==> config.mk <==
export PLATFORM = sky130hd
export DESIGN_NAME = seg_scan_display
export DESIGN_NICKNAME = d
export VERILOG_FILES = /design/src/rtl/seg_scan_display.sv
export SDC_FILE = /design/constraint.sdc
export NUM_CORES = 1
export LEC_CHECK = 0
export CAP_MARGIN = 20
export CORE_MARGIN = 5
export CORE_UTILIZATION = 55
export CTS_BUF_LIST = sky130_fd_sc_hd__clkbuf_4 sky130_fd_sc_hd__clkbuf_8
export DETAILED_ROUTE_END_ITERATION = 7
export DONT_BUFFER_PORTS = 1
export GPL_TIMING_DRIVEN = 0
export PLACE_DENSITY = 0.68
export SLEW_MARGIN = 10
export SYNTH_ARGS = -nofsm -noshare
export SYNTH_HDL_FRONTEND = slang
export SYNTH_SLANG_ARGS = --single-unit
==> constraint.sdc <==
create_clock -name clk -period 3.65 [get_ports clk]
set_clock_uncertainty 0.2 [all_clocks]
set_input_delay 0.365 -clock clk [delete_from_list [all_inputs] [get_ports clk]]
set_output_delay 0.365 -clock clk [all_outputs]
set_load 0.1 [all_outputs]
==> src/rtl/seg_scan_display.sv <==
// rtl/seg_scan_display.sv - time-multiplexed common-anode 7-segment scan driver
module seg_scan_display #(
    parameter int DIGITS    = 8,
    parameter int SCAN_DIV  = 50000,
    parameter int BLINK_DIV = 64
) (
    input  logic                clk,
    input  logic                rst,
    input  logic                en,
    input  logic                load,
    input  logic [4*DIGITS-1:0] data,
    input  logic [DIGITS-1:0]   dig_en,
    input  logic [DIGITS-1:0]   dp,
    input  logic [DIGITS-1:0]   blink,
    input  logic                lz_blank,
    output logic [6:0]          seg,
    output logic                dp_n,
    output logic [DIGITS-1:0]   an,
    output logic                frame_done
);

    localparam int PW = (SCAN_DIV > 1) ? $clog2(SCAN_DIV) : 1;
    localparam int IW = (DIGITS > 1) ? $clog2(DIGITS) : 1;
    localparam int FW = (BLINK_DIV > 1) ? $clog2(BLINK_DIV) : 1;

    localparam logic [PW-1:0] PRESC_LAST = PW'(SCAN_DIV - 1);
    localparam logic [IW-1:0] IDX_LAST   = IW'(DIGITS - 1);
    localparam logic [FW-1:0] FRAME_LAST = FW'(BLINK_DIV - 1);

    logic [PW-1:0]       presc_q, presc_d;
    logic [IW-1:0]       index_q, index_d;
    logic [FW-1:0]       frame_q, frame_d;
    logic                blink_phase_q, blink_phase_d;
    logic                wrap_q, wrap_d;

    logic [4*DIGITS-1:0] data_q;
    logic [DIGITS-1:0]   dig_en_q;
    logic [DIGITS-1:0]   dp_q;
    logic [DIGITS-1:0]   blink_q;

    logic [6:0]          seg_d;
    logic                dp_n_d;
    logic [DIGITS-1:0]   an_d;

    logic                presc_last;
    logic                idx_last;
    logic                frame_wrap;
    logic [3:0]          cur_nib;
    logic [IW-1:0]       lead_idx;
    logic                blank;

    function automatic logic [6:0] decode(input logic [3:0] nib);
        case (nib)
            4'h0: decode = 7'h40;
            4'h1: decode = 7'h79;
            4'h2: decode = 7'h24;
            4'h3: decode = 7'h30;
            4'h4: decode = 7'h19;
            4'h5: decode = 7'h12;
            4'h6: decode = 7'h02;
            4'h7: decode = 7'h78;
            4'h8: decode = 7'h00;
            4'h9: decode = 7'h10;
            4'hA: decode = 7'h08;
            4'hB: decode = 7'h03;
            4'hC: decode = 7'h46;
            4'hD: decode = 7'h21;
            4'hE: decode = 7'h06;
            default: decode = 7'h0E;
        endcase
    endfunction

    always_comb begin
        presc_last    = (presc_q == PRESC_LAST);
        idx_last      = (index_q == IDX_LAST);
        frame_wrap    = presc_last && idx_last;
        presc_d       = presc_last ? '0 : presc_q + 1'b1;
        index_d       = index_q;
        frame_d       = frame_q;
        blink_phase_d = blink_phase_q;
        wrap_d        = frame_wrap;
        if (presc_last) begin
            index_d = idx_last ? '0 : index_q + 1'b1;
        end
        if (frame_wrap) begin
            if (frame_q == FRAME_LAST) begin
                frame_d       = '0;
                blink_phase_d = ~blink_phase_q;
            end else begin
                frame_d = frame_q + 1'b1;
            end
        end
    end

    // Leading-zero scan looks at shadow data only; dig_en does not hide a nonzero digit.
    always_comb begin
        lead_idx = '0;
        for (int i = 0; i < DIGITS; i++) begin
            if (data_q[4*i +: 4] != 4'h0) begin
                lead_idx = IW'(i);
            end
        end
    end

    always_comb begin
        cur_nib = data_q[{index_q, 2'b00} +: 4];
        blank   = (presc_q == '0)
               || !en
               || !dig_en_q[index_q]
               || (blink_q[index_q] && blink_phase_q)
               || (lz_blank && (index_q > lead_idx) && (index_q != '0));
        an_d    = blank ? '1 : ~(DIGITS'(1) << index_q);
        seg_d   = blank ? 7'h7F : decode(cur_nib);
        dp_n_d  = blank ? 1'b1 : ~dp_q[index_q];
    end

    always_ff @(posedge clk or posedge rst) begin
        if (rst) begin
            presc_q       <= '0;
            index_q       <= '0;
            frame_q       <= '0;
            blink_phase_q <= 1'b0;
            wrap_q        <= 1'b0;
            data_q        <= '0;
            dig_en_q      <= '0;
            dp_q          <= '0;
            blink_q       <= '0;
        end else begin
            presc_q       <= presc_d;
            index_q       <= index_d;
            frame_q       <= frame_d;
            blink_phase_q <= blink_phase_d;
            wrap_q        <= wrap_d;
            if (load) begin
                data_q   <= data;
                dig_en_q <= dig_en;
                dp_q     <= dp;
                blink_q  <= blink;
            end
        end
    end

    // Outputs lag the counters by one clock, so the wrap flag lands on the slot-0 guard.
    always_ff @(posedge clk or posedge rst) begin
        if (rst) begin
            an         <= '1;
            seg        <= 7'h7F;
            dp_n       <= 1'b1;
            frame_done <= 1'b0;
        end else begin
            an         <= an_d;
            seg        <= seg_d;
            dp_n       <= dp_n_d;
            frame_done <= wrap_q;
        end
    end

endmodule

==> impl_metrics.json, run 1 <==
{
  "insertedDiodeCount": 0,
  "cp-end-kind": "register",
  "worstPathRequired_ns": 3.73,
  "min_path_type": "in -> reg",
  "startpoint": "data_q[9]$_DFFE_PP0P_",
  "first_iter_violations": 132,
  "fin_crit_ns": 2.85,
  "fin_ws_ns": 0.804,
  "wirelength_um": 10200,
  "p_per_area_nw_per_um2": 405,
  "final_hold_viol_count": 0,
  "viasPerCell": 5.62,
  "yosysWarningCount": 0,
  "netlist_area_sq_um": 4790,
  "worstSetupEndpoint": "seg[2]$_DFF_PP1_",
  "place.gp.congestion": 0.850,
  "first_pass_iters": 4,
  "setup-tns-final_ns": 0,
  "core_area_sq_um": 8590,
  "path_class": "reg -> reg",
  "area_delta_synth_final_pct": 20.0,
  "path_clk_slew_ns": 0.09,
  "worstMarginPinSlew_ns": 0.863,
  "antenna_left": 0,
  "r2r-start": "data_q[9]$_DFFE_PP0P_",
  "fp.dieArea_sq_um": 10700,
  "initial_utilization": 0.557,
  "fin_crit_sh": 0.780,
  "placed_area_sq_um": 4950,
  "crit_chain": "nor4_1, o41ai_1, a21boi_0, o21ai_0, nand2_1, ha_1, nor2b_1, o21ai_0, a21oi_1, a211oi_2, buf_6, o211ai_1",
  "nets": 522,
  "syn_nets": 453,
  "setup_violations": 0,
  "synth_edf_count": 0,
  "cts_sinks": 100,
  "cp_common_cell": "o21ai_0",
  "clockBufferDepth": 2,
  "clkLatencyLatePin_ns": 0.36,
  "synth_seq_cells": 100,
  "path_max_fanout": 10,
  "rr_worst_depth": 12,
  "route.detailed.wl_per_inst_um": 18.3,
  "ff2ff_setup_slack_ns": 0.80,
  "drc": 0,
  "drv_cap": 0,
  "place_hpwl_um": 7070,
  "max_stage_delay_ns": 0.44,
  "synth_cells": 374,
  "fp-row-count": 34,
  "grt-ovfl-total": 0,
  "rsz0062_at_grt": "no",
  "cts_tree": "yes",
  "synth-async-reset-ratio": 1.00,
  "p_leak_nw": 2.40,
  "grt_pass1_vias": 3241,
  "max_freq_ghz": 0.351,
  "synthFlopType": "dfrtp_1",
  "maxSlewViolCount": 0,
  "antenna_found_initial": 0,
  "grtUsageTotal": 0.208,
  "slowest_stage": "nor4_1",
  "rr_endpoint": "seg[2]$_DFF_PP1_",
  "place_ws_ns": 0.831,
  "status": "completed",
  "timing.slew.headroom": 0.425,
  "grt_max_degree": 66,
  "drive_gt1_frac": 0.250,
  "die_w_um": 103,
  "num_vias": 3122,
  "syn_avg_cell_area_sq_um": 12.8,
  "ir_worst_vdd_uv": 281,
  "critPathArrivalTime_ns": 2.93,
  "portBuffers": 0,
  "cts_buffers": 9,
  "htreeDepth": 3,
  "root_buffer": "clkbuf_8",
  "grt_first_pass_wirelength_um": 16800,
  "crit_path_start_kind": "register",
  "ios": 78,
  "fin_util": 0.669,
  "ys_types": 40,
  "die_y_um": 103,
  "ys_seq_area_frac": 0.527,
  "final_area_sq_um": 5750
}
[routing by layer]
layer / GRT usage / up-vias / wire (um)
li1: - / 1485 / -
met2: 0.343 / 74 / 5050
met5: 0 / - / 0
met3: 0.0402 / 13 / 423
met1: 0.281 / 1550 / 4530
met4: 0.0657 / 0 / 156
[worst min-delay path by stage]
stage                     start                     end  slack [ns]  cells past startpoint
2_1_floorplan  wrap_q$_DFF_PP0_    frame_done$_DFF_PP0_        0.13                      0
3_5_place_dp                rst  blink_q[0]$_DFFE_PP0P_        0.09                      1
4_1_cts                      en        seg[1]$_DFF_PP1_        0.14                      3
3_3_place_gp   wrap_q$_DFF_PP0_    frame_done$_DFF_PP0_        0.13                      0
5_1_grt                      en        seg[6]$_DFF_PP1_        0.16                      3
6_report                     en        seg[1]$_DFF_PP1_        0.16                      3
[kinds of logic after synthesis]
| logic type | count (synthesis) | share of synthesized area |
|---|---|---|
| fa+ha+maj | 18 | 0.0470 |
| compound gates | 28 | 0.0392 |
| flops | 100 | 0.527 |
| buf+inv | 28 | 0.0314 |
| simple gates | 107 | 0.109 |
| mux | 77 | 0.217 |
| xor+xnor | 16 | 0.0293 |
[sequential cells by signal, indices dropped and copies added, names as in the netlist]
register	flops
an	8
blink_phase_q	1
blink_q	8
data_q	32
dig_en_q	8
dp_n	1
dp_q	8
frame_done	1
frame_q	6
index_q	3
presc_q	16
seg	7
wrap_q	1
[per-stage QoR]
stage	total power (W)	cells	hold slack, ns
2_1_floorplan	0.00147	374	0.131
3_3_place_gp	0.00151	482	0.133
3_5_place_dp	0.00153	483	0.0864
4_1_cts	0.00236	556	0.138
5_1_grt	0.00243	556	0.157
6_report	0.00233	556	0.161
[what timing repair did]
item / in CTS / in global routing
buffers inserted: 0 / 0
endpoints found under the hold margin: 82 / 0
gates resized for setup: 0 / 0
hold buffers: 57 / 0
[where the power goes]
group | total [W] | switching, W | internal (W)
Sequential | 0.00130 | 0.000116 | 0.00119
Combinational | 0.000254 | 0.000107 | 0.000147
Clock | 0.000771 | 0.000380 | 0.000391
[area by class of cell]
class,count,area (sq um)
Sequential cell,100,2520
Fill cell,640,2850
Clock inverter,7,100
Inverter,13,51.3
Tap cell,108,135
Multi-Input combinational cell,246,2110
Clock buffer,9,124
Buffer,15,101
Timing Repair Buffer,58,598
[Yosys cell counts, drive strengths merged (6+ instances only)]
master  count  area (sq um)
mux4       14           334
nor2       17          63.8
a21oi       6          30.0
mux2       58           653
o21ai       8          40.0
inv        13          48.8
nand2      33           124
clkbuf      8          30.0
nor4       10          62.6
xor2        8          70.1
nand3      19          95.1
buf         7          71.3
ha         18           225
dfrtp      84          2100
dfstp      16           420
xnor2       8          70.1
[placed cells by master (no fill, tap or decap), drive strengths merged, types with 2 or more instances in the layout]
master and instances:
mux4 14, mux2 58, bufinv 2, dlygate4sd3 57, xnor2 8, nor4 10, a21oi 6, o211ai 4
inv 14, xor2 8, buf 8, nor3 4, or4 2, or3 4, nand3 19, mux2i 5
nand2b 5, and3 2, o21ai 8, ha 18, nand2 33, nor2 17, nand4 3, o31ai 2
o221ai 3, dfstp 16, or2 2, nor2b 5, clkinv 4, dfrtp 84, clkbuf 17
[worst max-delay path, delay by kind of cell, from the launching register on]
family | cells | cell delay (ns)
buffers and inverters | 1 | 0.21
and+or+nand+nor | 3 | 0.59
adders and majority gates | 1 | 0.15
DFF | 1 | 0.41
AOI/OAI and AO/OA | 7 | 1.20
Power figures use the tool's default switching activity.
==> run 2, diff against run 1 <==
clock period = 3 ns   (was 3.65 ns; I/O delays follow)
==> impl_metrics.json, run 2 (synthesized netlist as in run 1, its figures left out) <==
{
  "die_y_um": 103,
  "min_path_type": "in -> reg",
  "final_hold_viol_count": 0,
  "max_stage_delay_ns": 0.41,
  "p_total_w": 0.00287,
  "setup-tns-final_ns": 0,
  "timing.slew.headroom": 0.424,
  "power_frac_comb": 0.110,
  "cts_tree": "yes",
  "regMostFlops": "data_q",
  "rr_worst_depth": 11,
  "place_ws_ns": 0.144,
  "setup_violations": 0,
  "cp-end-kind": "register",
  "layout_common_cells": "dfrtp_1, mux2_2, dlygate4sd3_1",
  "crit_path_start_kind": "register",
  "fp-row-count": 34,
  "pwr-share-seq": 0.552,
  "cts_buffers": 9,
  "cts_sinks": 100,
  "path_max_fanout": 10,
  "max_freq_ghz": 0.357,
  "status": "completed",
  "critPathArrivalTime_ns": 2.89,
  "die_w_um": 103,
  "htreeDepth": 3,
  "largestRegisters": "data_q (32), presc_q (16)",
  "core_area_sq_um": 8590,
  "largest_reg_flops": 32,
  "placed_area_sq_um": 4990,
  "fin_crit_sh": 0.933,
  "first_iter_violations": 124,
  "clkLatencyLatePin_ns": 0.37,
  "portBuffers": 0,
  "ir_worst_vdd_uv": 397,
  "wirelength_um": 10200,
  "hold_path_depth": 3,
  "fp.dieArea_sq_um": 10700,
  "fin_ws_ns": 0.202,
  "num_vias": 3136,
  "switching_power_w": 0.000762,
  "worstMarginPinSlew_ns": 0.864,
  "root_buffer": "clkbuf_8",
  "slowest_stage": "dfrtp_1",
  "grt_first_pass_wirelength_um": 17100,
  "nets": 524,
  "p_leak_nw": 2.41,
  "place_hpwl_um": 7270,
  "fin_crit_ns": 2.80,
  "path_class": "reg -> reg",
  "ios": 78,
  "grt-ovfl-total": 0,
  "grt_pass1_vias": 3330,
  "initial_utilization": 0.557,
  "crit_chain": "nor4_1, nand2_1, a21oi_1, nor2_1, ha_1, nor2b_1, o21ai_0, a21oi_1, a211oi_2, buf_6, o211ai_1",
  "first_pass_iters": 4,
  "drv_cap": 0,
  "fin_cells": 558,
  "drc": 0,
  "worstPathRequired_ns": 3.09,
  "place.gp.congestion": 0.852,
  "final_area_sq_um": 5790,
  "antenna_found_initial": 0,
  "viasPerCell": 5.62,
  "grt_max_degree": 31,
  "clkPwrFrac": 0.339,
  "path_clk_slew_ns": 0.10,
  "power.internal_w": 0.00211,
  "switching_share": 0.265,
  "area_delta_synth_final_pct": 21.0,
  "rsz0062_at_grt": "no",
  "maxSlewViolCount": 0,
  "p_per_area_nw_per_um2": 496,
  "antenna_left": 0,
  "dpl.cell_count": 485,
  "final_common_cell": "dfrtp_1",
  "clockBufferDepth": 2,
  "grtUsageTotal": 0.211,
  "route.detailed.wl_per_inst_um": 18.3,
  "insertedDiodeCount": 0,
  "drive_gt1_frac": 0.256,
  "cp_common_cell": "a21oi_1"
}
-- run 2: area by class of cell --
cell class	instances	area [sq um]
Clock inverter	7	106
Tap cell	108	135
Clock buffer	9	124
Multi-Input combinational cell	246	2120
Timing Repair Buffer	60	631
Sequential cell	100	2520
Fill cell	618	2800
Inverter	13	52.6
Buffer	15	101
-- run 2: layer usage --
metal | track usage | wire, um | part of all wire | vias up
met5 | 0 | 0 | 0 | -
met4 | 0.0747 | 226 | 0.022 | 0
met3 | 0.0429 | 472 | 0.046 | 19
met2 | 0.349 | 5140 | 0.50 | 72
met1 | 0.279 | 4360 | 0.43 | 1565
li1 | - | - | - | 1480
-- run 2: worst paths after layout --
check,end,from,slack [ns]
hold / removal,seg[5]$_DFF_PP1_,en,0.1
hold reg to reg,frame_done$_DFF_PP0_,wrap_q$_DFF_PP0_,0.16
max in group asynchronous,seg[2]$_DFF_PP1_,rst,1.60
setup / recovery,seg[4]$_DFF_PP1_,data_q[17]$_DFFE_PP0P_,0.20
min in group asynchronous,dp_q[6]$_DFFE_PP0P_,rst,0.23
setup reg to reg,seg[4]$_DFF_PP1_,data_q[17]$_DFFE_PP0P_,0.20
-- run 2: critical path, delay by kind of cell (launching register included) --
kind / cells / cell delay [ns]
compound gates: 5 / 0.89
simple gates: 4 / 0.74
flops: 1 / 0.41
fa+ha+maj: 1 / 0.28
buf+inv: 1 / 0.21
-- run 2: repair_timing --
item	4_1_cts	5_1_grt
buffers inserted	0	0
endpoints found under the hold margin	115	0
endpoints found under the setup margin	0	10
resized for setup	0	1
hold buffers	57	0
-- run 2: power groups by stage --
| stage | clock network [W] | registers, W | logic [W] |
|---|---|---|---|
| global placement | 0 | 0.00161 | 0.000236 |
| detailed placement | 0 | 0.00161 | 0.000254 |
| finish | 0.000974 | 0.00159 | 0.000315 |
| CTS | 0.000998 | 0.00158 | 0.000314 |
| global route | 0.00106 | 0.00160 | 0.000347 |
| floorplan | 0 | 0.00158 | 0.000204 |
-- run 2: through the flow --
stage	utilization	hold WS, ns
after floorplan	-	0.131
after global placement	0.573	0.133
after detailed placement	0.580	0.0228
after CTS	0.673	0.0713
after global routing	0.674	0.104
final	0.674	0.0955
